==> src/rtl/serial_wide_adder_pkg.sv <==
// rtl/serial_wide_adder_pkg.sv - shared constants and FSM encoding for the byte-serial adder
package serial_wide_adder_pkg;

  localparam int BYTE_W = 8;

  typedef enum logic [1:0] {
    ST_IDLE = 2'd0,
    ST_RUN  = 2'd1,
    ST_DONE = 2'd2
  } state_t;

  // Byte index counter width; a single-byte adder still needs one bit.
  function automatic int idx_width(input int nbytes);
    return (nbytes > 1) ? $clog2(nbytes) : 1;
  endfunction

endpackage

==> src/rtl/ripple_adder8.sv <==
// rtl/ripple_adder8.sv - 8-bit ripple-carry adder, the sole arithmetic element
module ripple_adder8
  import serial_wide_adder_pkg::*;
(
  input  logic [BYTE_W-1:0] a,
  input  logic [BYTE_W-1:0] b,
  input  logic              cin,
  output logic [BYTE_W-1:0] sum,
  output logic              cout
);

  logic [BYTE_W:0] c;

  assign c[0] = cin;

  for (genvar i = 0; i < BYTE_W; i++) begin : g_fa
    assign sum[i]   = a[i] ^ b[i] ^ c[i];
    assign c[i + 1] = (a[i] & b[i]) | (c[i] & (a[i] ^ b[i]));
  end

  assign cout = c[BYTE_W];

endmodule

==> src/rtl/serial_wide_adder.sv <==
// rtl/serial_wide_adder.sv - byte-serial multi-precision add/subtract around one ripple_adder8
module serial_wide_adder
  import serial_wide_adder_pkg::*;
#(
  parameter int NBYTES = 4,
  localparam int W     = BYTE_W * NBYTES
) (
  input  logic         clk,
  input  logic         rst,
  input  logic         start,
  input  logic         sub,
  input  logic         cin,
  input  logic [W-1:0] a_in,
  input  logic [W-1:0] b_in,
  output logic         busy,
  output logic         done,
  output logic [W-1:0] sum_out,
  output logic         cout_out,
  output logic         ovf_out
);

  localparam int IDXW = idx_width(NBYTES);
  localparam logic [IDXW-1:0] LAST = IDXW'(NBYTES - 1);

  state_t state, state_nxt;

  logic [NBYTES-1:0][BYTE_W-1:0] a_r, b_r, work, work_nxt;
  logic [IDXW-1:0]               idx;
  logic                          carry;
  logic [BYTE_W-1:0]             add_sum;
  logic                          add_cout;

  ripple_adder8 u_adder (
    .a    (a_r[idx]),
    .b    (b_r[idx]),
    .cin  (carry),
    .sum  (add_sum),
    .cout (add_cout)
  );

  always_ff @(posedge clk or posedge rst) begin
    if (rst) state <= ST_IDLE;
    else     state <= state_nxt;
  end

  always_comb begin
    state_nxt = state;
    case (state)
      ST_IDLE: if (start) state_nxt = ST_RUN;
      ST_RUN:  if (idx == LAST) state_nxt = ST_DONE;
      ST_DONE: state_nxt = ST_IDLE;
      default: state_nxt = ST_IDLE;
    endcase
  end

  always_comb begin
    busy = (state != ST_IDLE);
    done = (state == ST_DONE);
  end

  // Current byte merged into the collected result; on the last byte this is the full answer.
  always_comb begin
    work_nxt      = work;
    work_nxt[idx] = add_sum;
  end

  always_ff @(posedge clk or posedge rst) begin
    if (rst) begin
      a_r      <= '0;
      b_r      <= '0;
      work     <= '0;
      carry    <= 1'b0;
      idx      <= '0;
      sum_out  <= '0;
      cout_out <= 1'b0;
      ovf_out  <= 1'b0;
    end else begin
      case (state)
        ST_IDLE: begin
          if (start) begin
            // Subtraction is A + ~B + 1, so B is inverted at capture and the carry seeded.
            a_r   <= a_in;
            b_r   <= sub ? ~b_in : b_in;
            carry <= sub ? 1'b1 : cin;
            idx   <= '0;
          end
        end
        ST_RUN: begin
          work  <= work_nxt;
          carry <= add_cout;
          idx   <= idx + 1'b1;
          if (idx == LAST) begin
            sum_out  <= work_nxt;
            cout_out <= add_cout;
            ovf_out  <= (a_r[NBYTES-1][BYTE_W-1] == b_r[NBYTES-1][BYTE_W-1]) &&
                        (add_sum[BYTE_W-1] != a_r[NBYTES-1][BYTE_W-1]);
          end
        end
        default: ;
      endcase
    end
  end

endmodule
==> config.mk <==
export PLATFORM = sky130hd
export DESIGN_NAME = serial_wide_adder
export DESIGN_NICKNAME = d
export VERILOG_FILES = /design/src/rtl/serial_wide_adder_pkg.sv /design/src/rtl/ripple_adder8.sv /design/src/rtl/serial_wide_adder.sv
export SDC_FILE = /design/constraint.sdc
export NUM_CORES = 1
export LEC_CHECK = 0
export BUFFER_PORTS_ARGS = -buffer_cell sky130_fd_sc_hd__buf_2
export CAP_MARGIN = 20
export CORE_ASPECT_RATIO = 0.6
export CORE_UTILIZATION = 26
export DETAILED_ROUTE_END_ITERATION = 8
export GPL_TIMING_DRIVEN = 0
export PLACE_DENSITY = 0.54
export SYNTH_ARGS = -nofsm -noshare
export SYNTH_HDL_FRONTEND = slang
export SYNTH_SLANG_ARGS = --single-unit
==> constraint.sdc <==
create_clock -name clk -period 6.9 [get_ports clk]
set_clock_uncertainty 0.2 [all_clocks]
set_input_delay 0.345 -clock clk [delete_from_list [all_inputs] [get_ports clk]]
set_output_delay 0.345 -clock clk [all_outputs]
set_load 0.02 [all_outputs]
# Yosys cells after proc, flatten, opt, wreduce, memory -nomap -nowiden
# Index checks and enable logic that the tools add are counted.
dict set report classes {
  n_eq_ne 7
  n_lt_le_gt_ge 2
  mul 0
  addsub 1
  n_reduce_logical 9
  mux 16
  div 0
  shift 0
  bitwise_logic 41
}
# cell count
set ops {}
lappend ops {{binary-select mux 8 bit (select 2 bit)} 2}
lappend ops {{bitwise mux 32 bit} 1}
lappend ops {{2-to-1 mux 32 bit} 1}
lappend ops {{inverter 32 bit} 1}
lappend ops {{2-to-1 mux 8 bit} 3}
lappend ops {{AND 1 bit} 16}
lappend ops {{demux 8 bit (select 2 bit)} 1}
lappend ops {{XOR 1 bit} 16}
lappend ops {{OR 1 bit} 8}
lappend ops {{case mux 2 bit (2 select lines)} 2}
lappend ops {{AND reduction 2 bit} 4}
lappend ops {{2-to-1 mux 2 bit} 3}
lappend ops {{== test 2 bit, second input constant} 2}
lappend ops {{!= test 2 bit, second input constant} 2}
lappend ops {{nonzero test 2 bit} 2}
lappend ops {{< comparator 2 x 3 -> 1 bit, second input constant} 1}
lappend ops {{adder 2 x 1 -> 2 bit, second input constant} 1}
lappend ops {{== test 2 x 1 -> 1 bit, second input constant} 1}
lappend ops {{>= comparator 2 x 1 -> 1 bit, second input constant} 1}
lappend ops {{logical AND 1 bit} 2}
lappend ops {{logical NOT 2 bit} 1}
lappend ops {{2-to-1 mux 1 bit} 2}
lappend ops {{case mux 1 bit (2 select lines)} 1}
lappend ops {{== test 1 bit} 1}
lappend ops {{!= test 1 bit} 1}
dict set report word_totals {
  output_inout_bits 36
  latch_bits 0
  mem_bits_rw 0
  reg_bits 135
  wordCells 94
  memories 0
  in_bits 69
  rom_bits 0
}

# Longest topological paths before layout
dict set report logic_depth {
  ltp_word 20
  mapped_depth 16
  mapped_depth_nobuf 15
}

# Hierarchy
# A second synthesis with hierarchy kept.
dict set report hier_totals {
  hier_cells 492
  area_unflattened_um2 6238.5
}
# module area_per_inst_um2 cells_per_inst instances seq_area_each_um2
set by_module_without_submodules {}
lappend by_module_without_submodules {serial_wide_adder 6040.8 474 1 3353.2}
lappend by_module_without_submodules {ripple_adder8 197.7 18 1 0.0}

# Worst setup path before layout
# OpenSTA, ideal clock, no wires.
dict set report synth_path {
  path_type {register to register}
  from {register idx[0]}
  to {register ovf_out}
  setup_time_ns 0.082
  required_ns 6.618
  period_less_slack_ns 4.867
  arrival_time_ns 4.585
  n_path_buf 1
  path_slack_ns 2.033
  path_stages_with_launch 16
  path_cell_list {dfrtp_1 > buf_4 > mux4_2 > fa_1 > fa_1 > fa_1 > fa_1 > fa_1 > inv_1 > fa_1 > inv_1 > fa_1 > inv_1 > fa_1 > or3_1 > a31oi_1}
}
dict set report synth_via {
  elab_chain_cells 20
  word_cells_on_any_way 38
  classes_between {2 x eq/ne; 4 x mux; 30 x bitwise; 2 x reduce/logical}
}
# element line_no
set synth_lines {}
lappend synth_lines {{start, declared} serial_wide_adder.sv:28} ;# logic [IDXW-1:0] idx;
lappend synth_lines {{start signal, assigned} serial_wide_adder.sv:91} ;# idx <= idx + 1'b1;
lappend synth_lines {{binary-select mux 8 bit (select 2 bit), on equally long branches} {serial_wide_adder.sv:34, serial_wide_adder.sv:35}}
lappend synth_lines {{2-to-1 mux 8 bit, on equally long branches} {serial_wide_adder.sv:34, serial_wide_adder.sv:35}}
lappend synth_lines {{XOR 1 bit} ripple_adder8.sv:18} ;# assign c[i + 1] = (a[i] & b[i]) | (c[i] & (a[i] ^ b[i]));
lappend synth_lines {{AND 1 bit} ripple_adder8.sv:18}
lappend synth_lines {{OR 1 bit} ripple_adder8.sv:18}
lappend synth_lines {{AND 1 bit} ripple_adder8.sv:18}
lappend synth_lines {{OR 1 bit} ripple_adder8.sv:18}
lappend synth_lines {{AND 1 bit} ripple_adder8.sv:18}
lappend synth_lines {{(+4 left out)} --}
lappend synth_lines {{OR 1 bit} ripple_adder8.sv:18}
lappend synth_lines {{AND 1 bit} ripple_adder8.sv:18}
lappend synth_lines {{OR 1 bit} ripple_adder8.sv:18}
lappend synth_lines {{AND 1 bit} ripple_adder8.sv:18}
lappend synth_lines {{OR 1 bit} ripple_adder8.sv:18}
lappend synth_lines {{XOR 1 bit} ripple_adder8.sv:17} ;# assign sum[i] = a[i] ^ b[i] ^ c[i];
lappend synth_lines {{!= test 1 bit} serial_wide_adder.sv:96} ;# (add_sum[BYTE_W-1] != a_r[NBYTES-1][BYTE_W-1]);
lappend synth_lines {{logical AND 1 bit} serial_wide_adder.sv:95} ;# ovf_out <= (a_r[NBYTES-1][BYTE_W-1] == b_r[NBYTES-1][BYTE_W-1]) &&
lappend synth_lines {{end signal, assigned} serial_wide_adder.sv:95}
lappend synth_lines {{end, declared} serial_wide_adder.sv:19} ;# output logic ovf_out
# Several ways; a longest one is shown, not always the timed one. The select of a mux whose other input is x is not followed.
# A chain may end at the register's enable or synchronous reset.

# Final worst setup path
# Ends and elaborated chain as after synthesis.

==> qor.yml <==
status: "complete, no violations"
grt_pass1_vias: 4397
p_switching_w: 0.00192
leakage_nw: 3.78
route.antenna.remaining_nets: 0
grt_pass1_wl_mm: 25.9
synth_top_area_share_pct: 52.7
path_class: "reg -> reg"
initialDrtViolationCount: 212
holdWs_ns: 0.0217
hold_path.class: "in -> reg"
htree_num_levels: 4
critical_path_required_ns: 7.05
wl_mm: 16.5
synth_area_leaders: "dfrtp_1, nand2_1, mux4_2"
vias: 4308
syn_inst: 544
post_cts_buffers: 0
drv_cap: 0
hpwl_mm: 11.6
die_area_um2: 23800
peakVddDrop_mv: 0.353
drcViolationCount: 0
drive_gt1_share_pct: 32.8
place_area_um2: 6960
reg2reg_setup_slack_ns: 1.65
p_sw_share_pct: 43.0
slew_headroom_pct: 67.1
yosys_warnings: 0
rsz0062_at_grt: "false"
intPower_w: 0.00255
fin_area_um2: 7960
yosysMostFrequentCell: "nand2_1"
final.setup.tns_ns: 0
period_share_pct: 76.1
core_um2: 22400
setup_viol: 0
yosysTopAreaCell: "dfrtp_1"
rows: 42
cts_buffers: 17
synth-main-ff-cell: "dfrtp_1"
fmax_mhz: 191
clk_pin_slew_ns: 0.06
start_util_pct: 26.9
grt_remaining_overflow: 0
clock_latency_ns: 0.42
die_h_um: 120
wl_per_cell_um: 16.1
cellPowerDensity_nw_per_um2: 561
cp-start-kind: "flop"
path_max_fanout: 10
io_buffers: 103
ioPinCount: 105
ys_ff_latch: 127
async_reset_ff_share_pct: 100
synth-seq-area-share_pct: 52.7
crit_path_end_kind: "flop"
netlist_top_cells_count: "nand2_1, dfrtp_1, o21ai_0"
dp.cells: 956
viasPerCell: 4.19
period_minus_slack_ns: 5.25
comb_power_share_pct: 51.2
ys_types: 30
arrival_ns: 5.40
synth_edf_count: 0
pwr-share-seq_pct: 28.9
power.share.clock_pct: 19.9
avgSynthCellArea_um2: 11.1
die-width_um: 199
stdcell_count: 1029
routabilityCongestion: 0.735
slew_violations: 0
syn-num-nets: 625
cts.sinks: 127
dr.pass1.iters: 4
clockBufferDepth: 2
final_nets: 790
grt_max_degree: 94
grt.total_usage_pct: 15.1
clockRootBuffer: "clkbuf_16"
syn_to_final_growth_pct: 32.0
cts_tree: "yes"
hold_viol_final: 0
worst_pin_slew_ns: 0.491
antenna_found_initial: 0
syn_area_um2: 6030
## final cells by class
class                      count  area, µm²
sequential                   127       3180
clock buffer                  19        453
antenna                        1       2.50
multi-input combinational    370       2550
inverter                      13       53.8
fill                        2351      14400
buffer                        34        256
clock inverter                11        118
tap                          308        385
timing repair buffer         146        963
## stage by stage
stage          total power (W)  util (%)  setup WS, ns
2_1_floorplan          0.00277         -          2.03
3_3_place_gp           0.00356      31.0          1.25
3_5_place_dp           0.00360      31.1          1.64
4_1_cts                0.00453      35.5          1.63
5_1_grt                0.00479      35.5          1.44
6_report               0.00447      35.5          1.65
## what timing repair did
action	CTS	global route
hold endpoints to repair	75	0
hold buffers	42	0
gates resized for setup	0	0
## per-layer routing
metal,track usage (%),share of wire [%]
met3,3.49,4.6
met4,4.62,0.98
met5,0,0
met1,23.6,54
met2,20.1,40
## path summary, 6_finish.rpt
path | cells after the start | start | endpoint
setup / recovery | 15 | idx[0]$_DFFE_PP0P_ | ovf_out$_DFFE_PP0P_
hold / removal | 3 | b_in[2] | b_r[2]$_DFFE_PP0P_
setup reg to reg | 15 | idx[0]$_DFFE_PP0P_ | ovf_out$_DFFE_PP0P_
hold reg to reg | 2 | sum_out[30]$_DFFE_PP0P_ | sum_out[30]$_DFFE_PP0P_
max in group asynchronous | 4 | rst | b_r[22]$_DFFE_PP0P_
min in group asynchronous | 3 | rst | sum_out[7]$_DFFE_PP0P_
## cells by family after synthesis
group,synth area share [%]
multiplexers,12.8
AND/OR/NAND/NOR,13.1
AO/OA/AOI/OAI,8.20
buffers and inverters,5.06
adder cells (fa/ha/maj),3.49
XOR/XNOR,4.65
flip-flops,52.7
## cells in the final DEF (no fill, tap or decap), types with 3 or more instances in the layout
cell type / count
mux2i_1: 21
nand3b_1: 4
mux2_2: 18
ha_1: 4
fa_1: 8
buf_2: 121
nand2_1: 181
dlygate4sd3_1: 42
clkinv_2: 5
inv_1: 12
nand3_1: 3
o21ai_2: 32
o21ai_0: 37
mux4_2: 16
dfrtp_1: 127
buf_6: 11
xnor2_1: 32
clkbuf_16: 17
## power by group through the flow
stage | sequential (W) | clock, W | combinational, W
2_1_floorplan | 0.00136 | 0 | 0.00141
4_1_cts | 0.00129 | 0.000909 | 0.00233
5_1_grt | 0.00134 | 0.000940 | 0.00251
3_3_place_gp | 0.00130 | 0 | 0.00227
3_5_place_dp | 0.00130 | 0 | 0.00230
6_report | 0.00129 | 0.000887 | 0.00229
## worst max-delay path: stages (launching register included)
cell	delay (ns)
dfrtp_1	0.38
buf_4	0.26
mux4_2	0.59
fa_1	0.41
fa_1	0.39
fa_1	0.38
fa_1	0.40
fa_1	0.37
inv_1	0.07
fa_1	0.15
inv_1	0.05
fa_1	0.35
inv_1	0.07
fa_1	0.55
or3_1	0.37
a31oi_1	0.17
## flip-flops by register name, indices dropped and copies added, names as in the netlist
signal / flops
idx: 2
state: 2
b_r: 32
work: 24
ovf_out: 1
cout_out: 1
sum_out: 32
a_r: 32
carry: 1
No activity file was read; power rests on OpenSTA's default activity.
